==> config.mk <==
export PLATFORM = sky130hd
export DESIGN_NAME = change_dispenser
export DESIGN_NICKNAME = d
export VERILOG_FILES = /design/src/rtl/change_dispenser.sv
export SDC_FILE = /design/constraint.sdc
export NUM_CORES = 1
export LEC_CHECK = 0
export ABC_AREA = 0
export BUFFER_PORTS_ARGS = -buffer_cell sky130_fd_sc_hd__clkbuf_2
export CORE_MARGIN = 2
export CORE_UTILIZATION = 30
export CTS_BUF_LIST = sky130_fd_sc_hd__clkbuf_8
export DETAILED_ROUTE_END_ITERATION = 7
export PLACE_DENSITY = 0.52
export SETUP_SLACK_MARGIN = 0.4
export SLEW_MARGIN = 15
export SYNTH_ARGS = -nofsm -noshare
export SYNTH_HDL_FRONTEND = slang
export SYNTH_SLANG_ARGS = --single-unit
==> constraint.sdc <==
create_clock -name clock -period 3.47 [get_ports clock]
set_clock_uncertainty 0.2 [all_clocks]
set_input_delay 0.694 -clock clock [delete_from_list [all_inputs] [get_ports clock]]
set_output_delay 0.694 -clock clock [all_outputs]
set_load 0.01 [all_outputs]
==> src/rtl/change_dispenser.sv <==
// change_dispenser
// Pays out a change amount as a sequence of single-coin requests to the
// coin ejector. It always picks the largest coin first (quarter, dime,
// nickel) and uses a valid/ack handshake for each coin.
//
// Parameters
//   GAP          : idle cycles between coins so the ejector can settle (0..15)
// Ports
//   clock        : system clock, rising edge
//   reset        : asynchronous, active-low reset
//   start        : one-cycle payout request, honoured only when idle
//   change       : amount to return in cents, captured with start
//   ack          : ejector took the presented coin (transfer = coin_valid & ack)
//   coin         : one-hot coin code (4 = quarter, 2 = dime, 1 = nickel), 0 when not valid
//   coin_valid   : coin holds a valid request
//   busy         : high whenever a payout is in progress
//   done         : one-cycle pulse when a payout completes
//   error        : sticky, the last start carried an amount that is not a multiple of 5
//   remaining    : cents still to be paid out
//   coins_issued : coins transferred in the current or last payout
module change_dispenser #(
  parameter int unsigned GAP = 2
) (
  input  logic       clock,
  input  logic       reset,
  input  logic       start,
  input  logic [7:0] change,
  input  logic       ack,
  output logic [2:0] coin,
  output logic       coin_valid,
  output logic       busy,
  output logic       done,
  output logic       error,
  output logic [7:0] remaining,
  output logic [5:0] coins_issued
);

  typedef enum logic [1:0] {
    S_IDLE,
    S_ISSUE,
    S_GAP_WAIT,
    S_FINISH
  } state_t;

  // The gap counter is loaded with GAP-1 so that GAP_WAIT lasts exactly GAP cycles.
  localparam logic [3:0] GapLoad = (GAP == 0) ? 4'd0 : 4'(GAP - 1);

  state_t     r_state;
  state_t     w_nextState;
  logic [7:0] r_remaining;
  logic [5:0] r_coinsIssued;
  logic       r_error;
  logic [3:0] r_gapCnt;

  logic [2:0] w_coinCode;
  logic [7:0] w_coinValue;
  logic [7:0] w_remainingAfter;
  logic       w_badAmount;

  // Largest coin that still fits in the remaining amount.
  always_comb begin
    w_coinCode  = 3'd1;
    w_coinValue = 8'd5;
    if (r_remaining >= 8'd25) begin
      w_coinCode  = 3'd4;
      w_coinValue = 8'd25;
    end else if (r_remaining >= 8'd10) begin
      w_coinCode  = 3'd2;
      w_coinValue = 8'd10;
    end
  end

  // Cannot underflow: the chosen coin never exceeds a non-zero multiple of 5.
  assign w_remainingAfter = r_remaining - w_coinValue;
  assign w_badAmount      = (change % 8'd5) != 8'd0;

  // State register.
  always_ff @(posedge clock or negedge reset) begin
    if (!reset) begin
      r_state <= S_IDLE;
    end else begin
      r_state <= w_nextState;
    end
  end

  // Next-state decode. A rejected amount keeps the machine idle. With GAP = 0
  // coins go out back to back, so the machine stays in ISSUE.
  always_comb begin
    w_nextState = r_state;
    case (r_state)
      S_IDLE: begin
        if (start && !w_badAmount) begin
          w_nextState = (change == 8'd0) ? S_FINISH : S_ISSUE;
        end
      end
      S_ISSUE: begin
        if (ack) begin
          if (w_remainingAfter == 8'd0) begin
            w_nextState = S_FINISH;
          end else if (GAP == 0) begin
            w_nextState = S_ISSUE;
          end else begin
            w_nextState = S_GAP_WAIT;
          end
        end
      end
      S_GAP_WAIT: begin
        if (r_gapCnt == 4'd0) begin
          w_nextState = S_ISSUE;
        end
      end
      S_FINISH: begin
        w_nextState = S_IDLE;
      end
      default: begin
        w_nextState = S_IDLE;
      end
    endcase
  end

  // Datapath: this block captures the amount, counts down per coin and times the gap.
  // The error flag changes only when start arrives in IDLE.
  always_ff @(posedge clock or negedge reset) begin
    if (!reset) begin
      r_remaining   <= 8'd0;
      r_coinsIssued <= 6'd0;
      r_error       <= 1'b0;
      r_gapCnt      <= 4'd0;
    end else begin
      case (r_state)
        S_IDLE: begin
          if (start) begin
            if (w_badAmount) begin
              r_error <= 1'b1;
            end else begin
              r_error       <= 1'b0;
              r_remaining   <= change;
              r_coinsIssued <= 6'd0;
            end
          end
        end
        S_ISSUE: begin
          if (ack) begin
            r_remaining   <= w_remainingAfter;
            r_coinsIssued <= r_coinsIssued + 6'd1;
            r_gapCnt      <= GapLoad;
          end
        end
        S_GAP_WAIT: begin
          if (r_gapCnt != 4'd0) begin
            r_gapCnt <= r_gapCnt - 4'd1;
          end
        end
        default: begin
        end
      endcase
    end
  end

  // Moore outputs. Because they decode only registers, reset clears them at once.
  assign coin_valid   = (r_state == S_ISSUE);
  assign coin         = coin_valid ? w_coinCode : 3'd0;
  assign busy         = (r_state != S_IDLE);
  assign done         = (r_state == S_FINISH);
  assign error        = r_error;
  assign remaining    = r_remaining;
  assign coins_issued = r_coinsIssued;

endmodule

==> summary.md, run 1 <==
The area of the core was 0.00635 mm^2. The count of state elements after synthesis is 21. Worst setup path startpoint: remaining[6]. The count of nets left with antenna violations once routing finished came out at 0. The worst-case IR drop observed on VDD is 369 uV. Cells fill 47.2% of the core in the end. The vertical die dimension works out to 84.9 um.

The final critical-path share of the clock period is 93.6%, and the sequential cell area is 527 um^2. Dividing the detail-routed wire length by the instance count gives 15.7 um. The routed layout has 1991 vias.

In this run the mean area of a mapped cell was 8.69 um^2. In the global route stage, met1 resource usage came out at 22.4%. The total of warnings raised by yosys was 0; the final routed wirelength across all metal layers was 5880 um.

The global-route met3 utilization is 1.85%, and the final hold violation count is 0. Static timing analysis puts the maximum clock frequency at 0.308 GHz. The slew at the pin closest to its max-slew limit was 0.542 ns.

For this configuration, the core starts out at a cell density of 30.9%. Power after layout: 1740 uW. For met2 alone, demand over resource in global routing was 26.9%. The tools report the type of destination of the critical path as a flop. The logs give 0 ns for the final sum of negative setup slack and 226 for the synthesized instance count. TritonCTS built the clock tree. Leaving out fill and tap cells, the most frequent cells in the layout are buf_4, clkbuf_2, dfrtp_1. In this run the critical register-to-register path is launched from remaining[6]. The maximum fanout count along the critical path is 3, and the number of flops mapped to enable cells by yosys is 0. The CTS root buffer was clkbuf_8.

The maximum root-to-sink buffer count is 2, and the die span in x is 84.9 um. The normalized max-slew margin is 63.9%. The diode insertion count for antenna repair was 0; the number of H-tree levels was 1. In this run, post-CTS hold repair placed 0 buffers. In this run, distinct cell masters in the synthesized netlist total 63. Total die area: 0.00721 mm^2. Across the run, the number of max-cap violations was 0. In this run the cell area measured after placement is 0.00242 mm^2. The logs give 0 for the DRC violations left and 0 for the remaining global-route overflow. The global-route wire length before repair is 9470 um, and the number of input and output port buffers inserted is 32. For this run, asynchronously set or reset flops after synthesis account for 100%.

In the synthesized netlist the dominant register cell turns out to be dfrtp_1. The vias per cell is 5.32, and the final weighted congestion in routability-driven placement is 0.861. After filler insertion, the fill cell instance count of the layout stands at 578. The pin count of the biggest net entering global routing was 22; the leakage dissipation was 0.00135 uW. For the worst path required time, the log shows 3.41 ns. The run finished with clean final reports. Pin placement for this block handled 33 I/O pins.

Number of max-slew violations in the final report: 0. For this design the ratio of total power to cell area is 579 mW/mm^2. The category of the most critical setup path is flop to flop. For the number of antenna violations at the first check in global routing, the log shows 0. The critical path startpoint category was a flop.

The post-CTS clock slew at the launch and capture registers of the worst setup and hold paths was 0.08 ns. At the end of the flow, the number of nets in the layout was 321. In this run, CTS created clock tree buffers numbering 3. The minimum clock period is 3.25 ns.

The multi-input combinational cells in the finished layout cover a total of 0.00164 mm^2. For the number of failing setup endpoints in the final timing report, the log shows 0. In the global route stage, overall resource usage came out at 15.9%. The run gives 21 as the total clock sinks.

The portion of the post-synthesis area used by sequential elements came out at 26.8%. Most common cell after layout, fill and taps aside: buf_4. The detailed router's first-iteration violation count was 110. Summed over all nets, the half-perimeter wirelength after detailed placement is 4060 um. The run gives 29 as the number of cell rows. The final cell area excluding filler cells is 0.00300 mm^2.

Worst min-delay path category: primary input to async pin. The run gives 0.26 ns as the clock insertion delay at the later pin of the skew report. Setup repair after global routing could not meet its margin everywhere. After synthesis the cells add up to 0.00196 mm^2. The via count of the first global-routing pass came out at 1906.

For the worst setup path, the data arrival time is 3.19 ns. The synthesized net count came out at 249. The area growth from synthesis to layout is 52.6%.

After global routing, the most crowded layer is met2. The first detailed-routing pass ran for 4 iterations. Fraction of layout instances using a drive strength above 1: 49.5%.
## flip-flops by register name, indices dropped and copies added, names as in the netlist
register and count:
remaining 8, coins_issued 6, r_state 2, error 1
r_gapCnt 4
## what timing repair did
item,4_1_cts,5_1_grt
buffers inserted,17,6
endpoints found under the setup margin,16,16
cloned,2,1
pin swaps,22,29
resized for setup,35,32
## worst max-delay path: stages, from the launching register on
cell     delay, ns
dfrtp_2       0.42
or3_4         0.42
or3b_4        0.43
nand2_4       0.09
ha_4          0.13
inv_2         0.04
fa_2          0.34
a21o_1        0.18
a21oi_2       0.17
o21ai_2       0.09
xnor2_2       0.21
nor4_2        0.08
or3_1         0.34
## cell type report
type,count,area share [%]
Multi-Input combinational cell,175,54.6
Timing Repair Buffer,78,20.7
Sequential cell,21,17.6
Tap cell,77,3.22
Inverter,19,2.38
Clock buffer,3,1.38
Clock inverter,1,0.125
## stage by stage
step	hold WS [ns]	std cells	setup WS, ns
floorplan	0.198	226	0.290
global placement	0.292	344	0.0590
detailed placement	0.306	344	0.00650
CTS	0.217	367	0.270
global route	0.245	374	0.113
finish	0.197	374	0.221
## cells by family (layout without fill, tap and decap cells)
group                    after synthesis  count (layout)  share of synthesized area [%]
AO/OA/AOI/OAI                         57              57                           23.5
adder cells (fa/ha/maj)               11              11                           7.39
multiplexers                           4               4                           2.10
buffers and inverters                 31             101                           7.46
flip-flops                            21              21                           26.8
AND/OR/NAND/NOR                       84              85                           24.3
XOR/XNOR                              18              18                           8.41
## path summary, 6_finish.rpt
kind,endpoint,slack (ns),depth (start not counted)
max,r_state[0],0.22,12
min,coins_issued[3],0.20,1
max reg2reg,r_state[0],0.22,12
min reg2reg,error,0.32,2
max in group asynchronous,remaining[6],2.48,1
min in group clock,error,0.32,2
## per-layer routing
metal	vias up	share of wire [%]
met5	-	0
met4	0	1.0
met3	6	2.7
met2	38	48
met1	977	48
li1	970	-
## synth_stat cells, types with 4 or more instances
cell type | n | area share, %
a21o_1 | 4 | 1.5
a21oi_1 | 7 | 1.8
a31oi_1 | 4 | 1.3
and3_1 | 6 | 1.9
buf_2 | 5 | 1.3
clkbuf_1 | 4 | 0.76
dfrtp_1 | 21 | 27
ha_1 | 10 | 6.4
inv_1 | 19 | 3.6
nand2_1 | 11 | 2.1
nand3_1 | 4 | 1.0
nand4_1 | 4 | 1.3
nor2_1 | 21 | 4.0
nor3_1 | 7 | 1.8
o21ai_0 | 9 | 2.3
or3_1 | 4 | 1.3
or3b_2 | 5 | 2.2
xnor2_1 | 9 | 4.0
xor2_1 | 8 | 3.6
## where the power goes
part / switching (uW) / internal [uW]
clock network: 78.7 / 78.8
logic: 580 / 550
registers: 111 / 336
Note: power is estimated with default switching activity, not from simulation.
==> inputs of run 2 (changes only) <==
ABC_AREA = 1   (was 0)
CORE_MARGIN = 4   (was 2)
==> run 2 against run 1 <==
Hold slack better by 0.012 ns. First-iteration DRC count is 59% lower. Maximum frequency is 2.6% lower. Flip-flop and latch count stayed put. Sequential share of layout area is 3.0 points higher. Largest power group unchanged. Global-route usage is 1.7 points lower. Synthesized cell count is 26% higher. Cell count is 11% higher. Clock power is 3% higher. Area after synthesis is 2.0% lower. Highest routed layer unchanged. Register-to-register slack better by 0.26 ns. Die area is 7.6% higher.
==> summary.md, run 2 <==
The largest individual stage delay along the critical path comes from the cell a21o_1. The analysis attributes to cell leakage a power of 0.00138 uW. In this run, the number of DRC markers left after iteration 0 of detailed routing was 45. Measured against its own limit, the worst slew margin works out to 54.7%. The number of fillers in the final layout came out at 645. The tool flagged a number of max-cap violations equal to 0. Among all flip-flop cells after synthesis, the most frequent one is dfrtp_1. The number of buffers inserted during clock tree synthesis is 3, and the path depth of the worst reg2reg path is 15. The remaining global-route overflow is 0.

DRC violations left: 0. Antenna violation net count after detailed routing: 0. The tools report the CTS root buffer as clkbuf_8.

In this run the count of I/O pins placed on the die edge is 33. The worst stage delay on the critical path works out to 0.19 ns. The total clock sinks is 21. STA classifies the critical path endpoint as a flop. Yosys instantiated no cell more often than nand2_1. The slack of the worst reg-to-reg path came out at 0.48 ns.

For this run, asynchronously set or reset flops after synthesis account for 100%. The run gives 34 as the count of cell types in the netlist. The average footprint of a synthesized cell was 6.77 um^2. VDD sags by at most 305 uV. Summed over all nets, the half-perimeter wirelength after detailed placement is 3960 um. The worst setup path startpoint is change[6]. The die span in x was 88.1 um. 0 antenna diodes ended up in the layout. Data on the critical path is required at its endpoint by 3.42 ns.

The tools report the fmax as 0.300 GHz. The tools report the pin count of the biggest net entering global routing as 22. Across all hold checks on the routed design, the worst slack comes to 0.210 ns. The fraction of layout instances using a drive strength above 1 was 34.1%; the endpoint arrival time on the critical path was 3.28 ns.

Once layout is done, the placed cells without fillers occupy 0.00255 mm^2. The design draws 1840 uW. In the layout the commonest cells are nand2_1, inv_1, clkbuf_2.

The worst register-to-register path ends at r_state[0]. In this design, the critical path's most frequently occurring cell is nand2_2. For the worst-skew pair, the clock arrives at the later sink with an insertion delay of 0.26 ns. The cell area after placement was 0.00232 mm^2; the synthesized net count was 307.

After the last flow step, the layout net total stands at 364. The vias per cell was 4.80. No sink is reached through more buffers than the 2 on the longest clock path. The register with the most flip-flops in the layout has 8 of them.

In this run the critical register-to-register path is launched from remaining[7]. The total die area is 0.00776 mm^2, and the summed instance area of the synthesized netlist is 0.00192 mm^2. The vertical die dimension is 88.1 um. Yosys attributes the largest share of cell area to dfrtp_1, nand2_1, nand3_1.

The min-delay analysis places its worst path in the category primary input to async pin. After floorplanning, the core was divided into 28 placement rows. The global-route wire length before repair came out at 8980 um.

Input and output buffers added on the ports amount to 32. The run finished with clean final reports. By count the netlist is led by nand2_1, inv_1, nand3_1, dfrtp_1, nor2_1. In this run, post-CTS hold repair placed 0 buffers.

The minimum clock period works out to 3.34 ns. The overall track demand over capacity in global routing was 14.2%. The run gives 0 as the final hold violation count. TritonCTS built the clock tree. Yosys printed 0 warnings. The run gives 31.7% as the initial core utilization.

The category of the most critical setup path is primary input to flop. Relative to the synthesized area, the layout overhead comes to 32.8%. For the number of max-slew violations in the final report, the log shows 0. The final critical-path share of the clock period works out to 96.1%.

The count of state elements after synthesis was 21; the number of antenna violations at the first check in global routing was 0. Of all cell types, the one taking the most synthesized area is dfrtp_1. The maximum fanout count along the critical path is 5, and the slew at the pin closest to its max-slew limit is 0.678 ns. The area share of the leading cell type in the synthesized netlist is 27.3%, and the number of search-and-repair iterations in the first detailed-routing pass is 4. The final weighted congestion in routability-driven placement was 0.848; the number of flops mapped to enable cells by yosys was 0. The number of H-tree levels came out at 1. Critical path startpoint category: a primary input. Leaving out fill and tap cells, the most frequent cell in the layout is nand2_1. The power density of the placed cells was 719 mW/mm^2; the final routed wirelength across all metal layers was 5240 um.

After detailed routing, the average wire length per cell comes to 12.6 um. Setup repair after global routing could not meet its margin everywhere. Number of failing setup endpoints in the final timing report: 0. For this run, the register share of the synthesized area comes to 27.3%.

After technology mapping, the gate count stands at 284. Clock-pin slew was measured on the worst setup and hold paths at 0.08 ns. The tools report the area of the core as 0.00606 mm^2.

The via count of the first global-routing pass was 1950. For this block, the via count after detailed routing is 1990.
[run 2: cell count changes after synthesis, moves of 4 or more]
cell	before	now
inv_2	0	7
o21ai_0	9	13
nand3_1	4	35
buf_2	5	1
or3_1	4	0
or3b_2	5	0
and3_1	6	0
inv_1	19	38
nand3_2	0	6
nand2_2	0	12
xnor2_1	9	2
nand2_1	11	69
[run 2: power breakdown]
group	switching (uW)	internal, uW	leakage, uW
registers	110	338	0.000265
logic	744	482	0.00108
clock network	82.5	78.9	0.0000269
[run 2: how the worst max path moves through the flow]
stage                                 end  slack (ns)  cells past startpoint
after global routing         remaining[6]       -0.05                     30
after floorplan           coins_issued[0]        0.18                     29
after global placement              error       -0.04                     30
after CTS                 coins_issued[3]        0.21                     28
after detailed placement            error       -0.11                     30
final                        remaining[7]        0.13                     30
[run 2: stage by stage]
stage	setup TNS (ns)	cells	setup WS [ns]	util (%)
2_1_floorplan	0	284	0.180	-
5_1_grt	-0.420	415	-0.0507	42.1
3_5_place_dp	-1.32	404	-0.109	38.4
3_3_place_gp	-0.290	404	-0.0448	38.4
4_1_cts	0	414	0.205	40.8
6_report	0	415	0.134	42.1
[run 2: metal layers]
metal / vias to the layer above / wire length (um) / part of all wire (%) / GRT usage (%)
met5: - / 0 / 0 / 0
met4: 0 / 36 / 0.69 / 3.30
met2: 42 / 2510 / 48 / 24.3
li1: 1034 / - / - / -
met3: 4 / 177 / 3.4 / 1.51
met1: 910 / 2520 / 48 / 19.2
[run 2: cells by family (layout without fill, tap and decap cells)]
logic type	Yosys count	after routing	synth area share (%)
buf+inv	50	105	10.6
xor+xnor	9	9	4.10
simple gates	161	162	40.6
fa+ha+maj	11	11	7.55
flops	21	21	27.3
compound gates	31	31	9.30
mux	1	1	0.521
[run 2: critical path: cells and delay by family]
kind | cells | cell delay [ns]
and+or+nand+nor | 23 | 1.84
AOI/OAI and AO/OA | 1 | 0.19
buffers and inverters | 5 | 0.44
adders and majority gates | 1 | 0.12
[run 2: final cells by class]
class	count	area (um^2)	area share, %
inverter	45	171	6.71
clock inverter	1	3.75	0.147
multi-input combinational	214	1340	52.6
timing repair buffer	56	374	14.6
tap	75	93.8	3.67
sequential	21	526	20.6
clock buffer	3	41.3	1.62
[run 2: timing repair]
item / 4_1_cts / 5_1_grt
gates resized for setup: 13 / 23
hold endpoints to repair: 0 / 0
pin swaps: 12 / 19
gates cloned: 2 / 0
setup endpoints to repair: 17 / 17
buffers inserted: 4 / 1
==> inputs of run 3 (changes only) <==
RECOVER_POWER = 100   (was unset)
==> run 3 against run 2 <==
Clock power about the same. Flip-flop and latch count is the same. Global-route usage stayed put. Via count down 0.10%. Sequential share of layout area is 0.21 points higher. Total power decreased by 1.1%. Maximum frequency is essentially flat. Sequential power about the same. First-iteration DRC count grew 8.9%. Critical path type unchanged. Largest power group unchanged.
==> summary.md, run 3 (synthesis results as in run 2) <==
The tree is rooted in a clkbuf_8. Headroom to the max-slew limit came out at 20.4%. Of the total power, the clock network draws 8.9%. Counting along the longest clock path gives a buffer depth of 2. Setup repair after global routing could not meet its margin everywhere.

Most numerous cell on the critical path: nand2_2. The die span in x works out to 88.1 um. Largest delay contributor family on the critical path: simple AND/OR/NAND/NOR gates. Of the cells placed in the final design, the portion with a size suffix greater than 1 is 27.9%.

For this run, the detailed router's first-pass iteration total came to 4. Final critical-path share of the clock period: 96.1%. The run finished with clean final reports. The detailed placer's ending HPWL is 3960 um. The worst hold path terminates at r_gapCnt[0]. Net switching is 51.7% of the power. Worst path required time: 3.42 ns. The overall track demand over capacity in global routing was 14.2%. For the worst setup path, the data arrival time is 3.28 ns. The number of antenna violations at the first check in global routing came out at 0.

After the last flow step, the layout net total stands at 364. Fmax: 0.300 GHz. The final routed wirelength across all metal layers was 5260 um.

The antenna violation net count after detailed routing is 0, and the post-CTS clock slew at the launch and capture registers of the worst setup and hold paths is 0.08 ns. The sequential share of power was 24.7%. IR analysis of the VDD net gives a maximum drop of 300 uV. For the part of the total power dissipated in combinational logic, the log shows 66.4%.

The remaining global-route overflow was 0. 0 antenna diodes ended up in the layout. The critical path's slowest cell is a21o_1. For this run, the slowest stage of the critical path takes 0.19 ns.

The critical path startpoint category is a primary input. The net load switching power was 938 uW; the vertical die dimension was 88.1 um. The min-delay analysis places its worst path in the category flop to flop. The clock period could shrink to 3.33 ns. Endpoint of the lowest-slack register-to-register path: r_state[0]. The relative area change from synthesis to final layout was 31.4%. The later pin in the worst-skew pair is clocked with a latency of 0.26 ns. Power spread over the standard cell area amounts to 718 mW/mm^2. The run gives 0.848 as the final weighted congestion in routability-driven placement.

The register with the most flip-flops in the layout has 8 of them. The logs give 1988 for the number of vias in the routed layout and 1950 for the via count of the first global-routing pass. The type of destination of the critical path was a flop. The number of H-tree levels came out at 1.

TritonCTS built the clock tree. The worst reg2reg path startpoint was remaining[7]. The run gives 0.00606 mm^2 as the area of the core.

In this run the most critical hold path is launched from r_gapCnt[0]. In this run the count of I/O pins placed on the die edge is 33. Initial core utilization: 31.7%. The detailed-route wire length per cell came out at 12.7 um. Along the worst path, the maximum fanout reaches 5. The number of input and output port buffers inserted works out to 32.

In this run, post-CTS hold repair placed 0 buffers. The number of buffers inserted during clock tree synthesis came out at 3. The first global-routing pass estimated 8980 um of wire. The internal portion of the total power is 877 uW. The most common cell after layout, fill and taps aside is nand2_1. The vias per cell was 4.79; the path depth of the worst reg2reg path was 15.

On the final layout, the worst hold slack is 0.291 ns. For the detailed router's first-iteration violation count, the log shows 49. At the pin with the least slew margin, the transition time is 1.19 ns. The run gives 0.00131 uW as the leakage dissipation.

The worst setup path is of the primary input to flop kind. DRC violations left: 0. The run gives 0 as the number of failing setup endpoints in the final timing report.

The number of cells on the worst hold path is 1, and the number of max-slew violations in the final report is 0. The final hold violation count is 0, and the slack of the worst reg-to-reg path is 0.48 ns. The logs give 21 for the total clock sinks and 41.7% for the final core utilization. Together, buffers and inverters on the worst path number 5. Max-cap violations in this run came to 0.

The pin count of the biggest net entering global routing came out at 22. The die covers 0.00776 mm^2. The number of cell rows was 28.

In the layout the commonest cells are nand2_1, inv_1, nand3_1.
==> run 3: cell counts in the layout (fill, tap and decap cells not counted) <==
Identical to the previous run, type by type.
==> run 3: area by class of cell <==
| cell class | count | area (um^2) |
|---|---|---|
| Sequential cell | 21 | 526 |
| Tap cell | 75 | 93.8 |
| Inverter | 45 | 171 |
| Multi-Input combinational cell | 214 | 1340 |
| Fill cell | 657 | 3530 |
| Clock buffer | 3 | 41.3 |
| Clock inverter | 1 | 3.75 |
| Timing Repair Buffer | 56 | 348 |
==> run 3: worst max path at each step <==
| stage | slack [ns] | to | startpoint | depth (start not counted) |
|---|---|---|---|---|
| CTS | 0.21 | coins_issued[3] | change[7] | 28 |
| global placement | -0.04 | error | change[7] | 30 |
| detailed placement | -0.11 | error | change[7] | 30 |
| floorplan | 0.18 | coins_issued[0] | change[6] | 29 |
| finish | 0.14 | remaining[7] | change[6] | 30 |
| global route | -0.05 | remaining[6] | change[6] | 30 |
==> run 3: layer usage <==
metal,GRT usage (%),share of wire (%),vias up
met5,0,0,-
met3,1.51,3.3,5
met4,3.30,0.80,0
met1,19.2,48,909
li1,-,-,1033
met2,24.3,48,41
==> run 3: power groups by stage <==
stage / Combinational, uW / Clock (uW) / Sequential, uW
floorplan: 827 / 0 / 451
global placement: 1150 / 0 / 449
detailed placement: 1160 / 0 / 450
CTS: 1200 / 167 / 448
global route: 1380 / 175 / 464
finish: 1200 / 162 / 447
==> run 3: per-stage QoR <==
step / instances / power, uW / setup slack, ns / area, um^2 / TNS, ns
6_report: 415 / 1810 / 0.136 / 2530 / 0
5_1_grt: 415 / 2010 / -0.0507 / 2530 / -0.420
4_1_cts: 414 / 1820 / 0.205 / 2470 / 0
3_5_place_dp: 404 / 1610 / -0.109 / 2320 / -1.32
3_3_place_gp: 404 / 1600 / -0.0448 / 2320 / -0.290
2_1_floorplan: 284 / 1280 / 0.180 / 1970 / 0
==> run 3: repair_timing <==
item,4_1_cts,5_1_grt
buffers inserted,4,1
pin swaps,12,19
hold endpoints to repair,0,0
endpoints found under the setup margin,17,17
gates resized for setup,13,23
cloned,2,0
==> run 3: worst register-to-register path: stages, from the launching register on <==
cell and delay [ns]:
dfrtp_1 0.48, nor2_1 0.13, nand2_1 0.08, nor2_1 0.09
nand2_1 0.10, nand2_1 0.18, ha_1 0.18, inv_1 0.06
fa_1 0.40, a31oi_1 0.21, or2_2 0.15, nand3_1 0.07
xnor2_1 0.14, nor3_1 0.22, nor2_1 0.09, a21oi_2 0.14
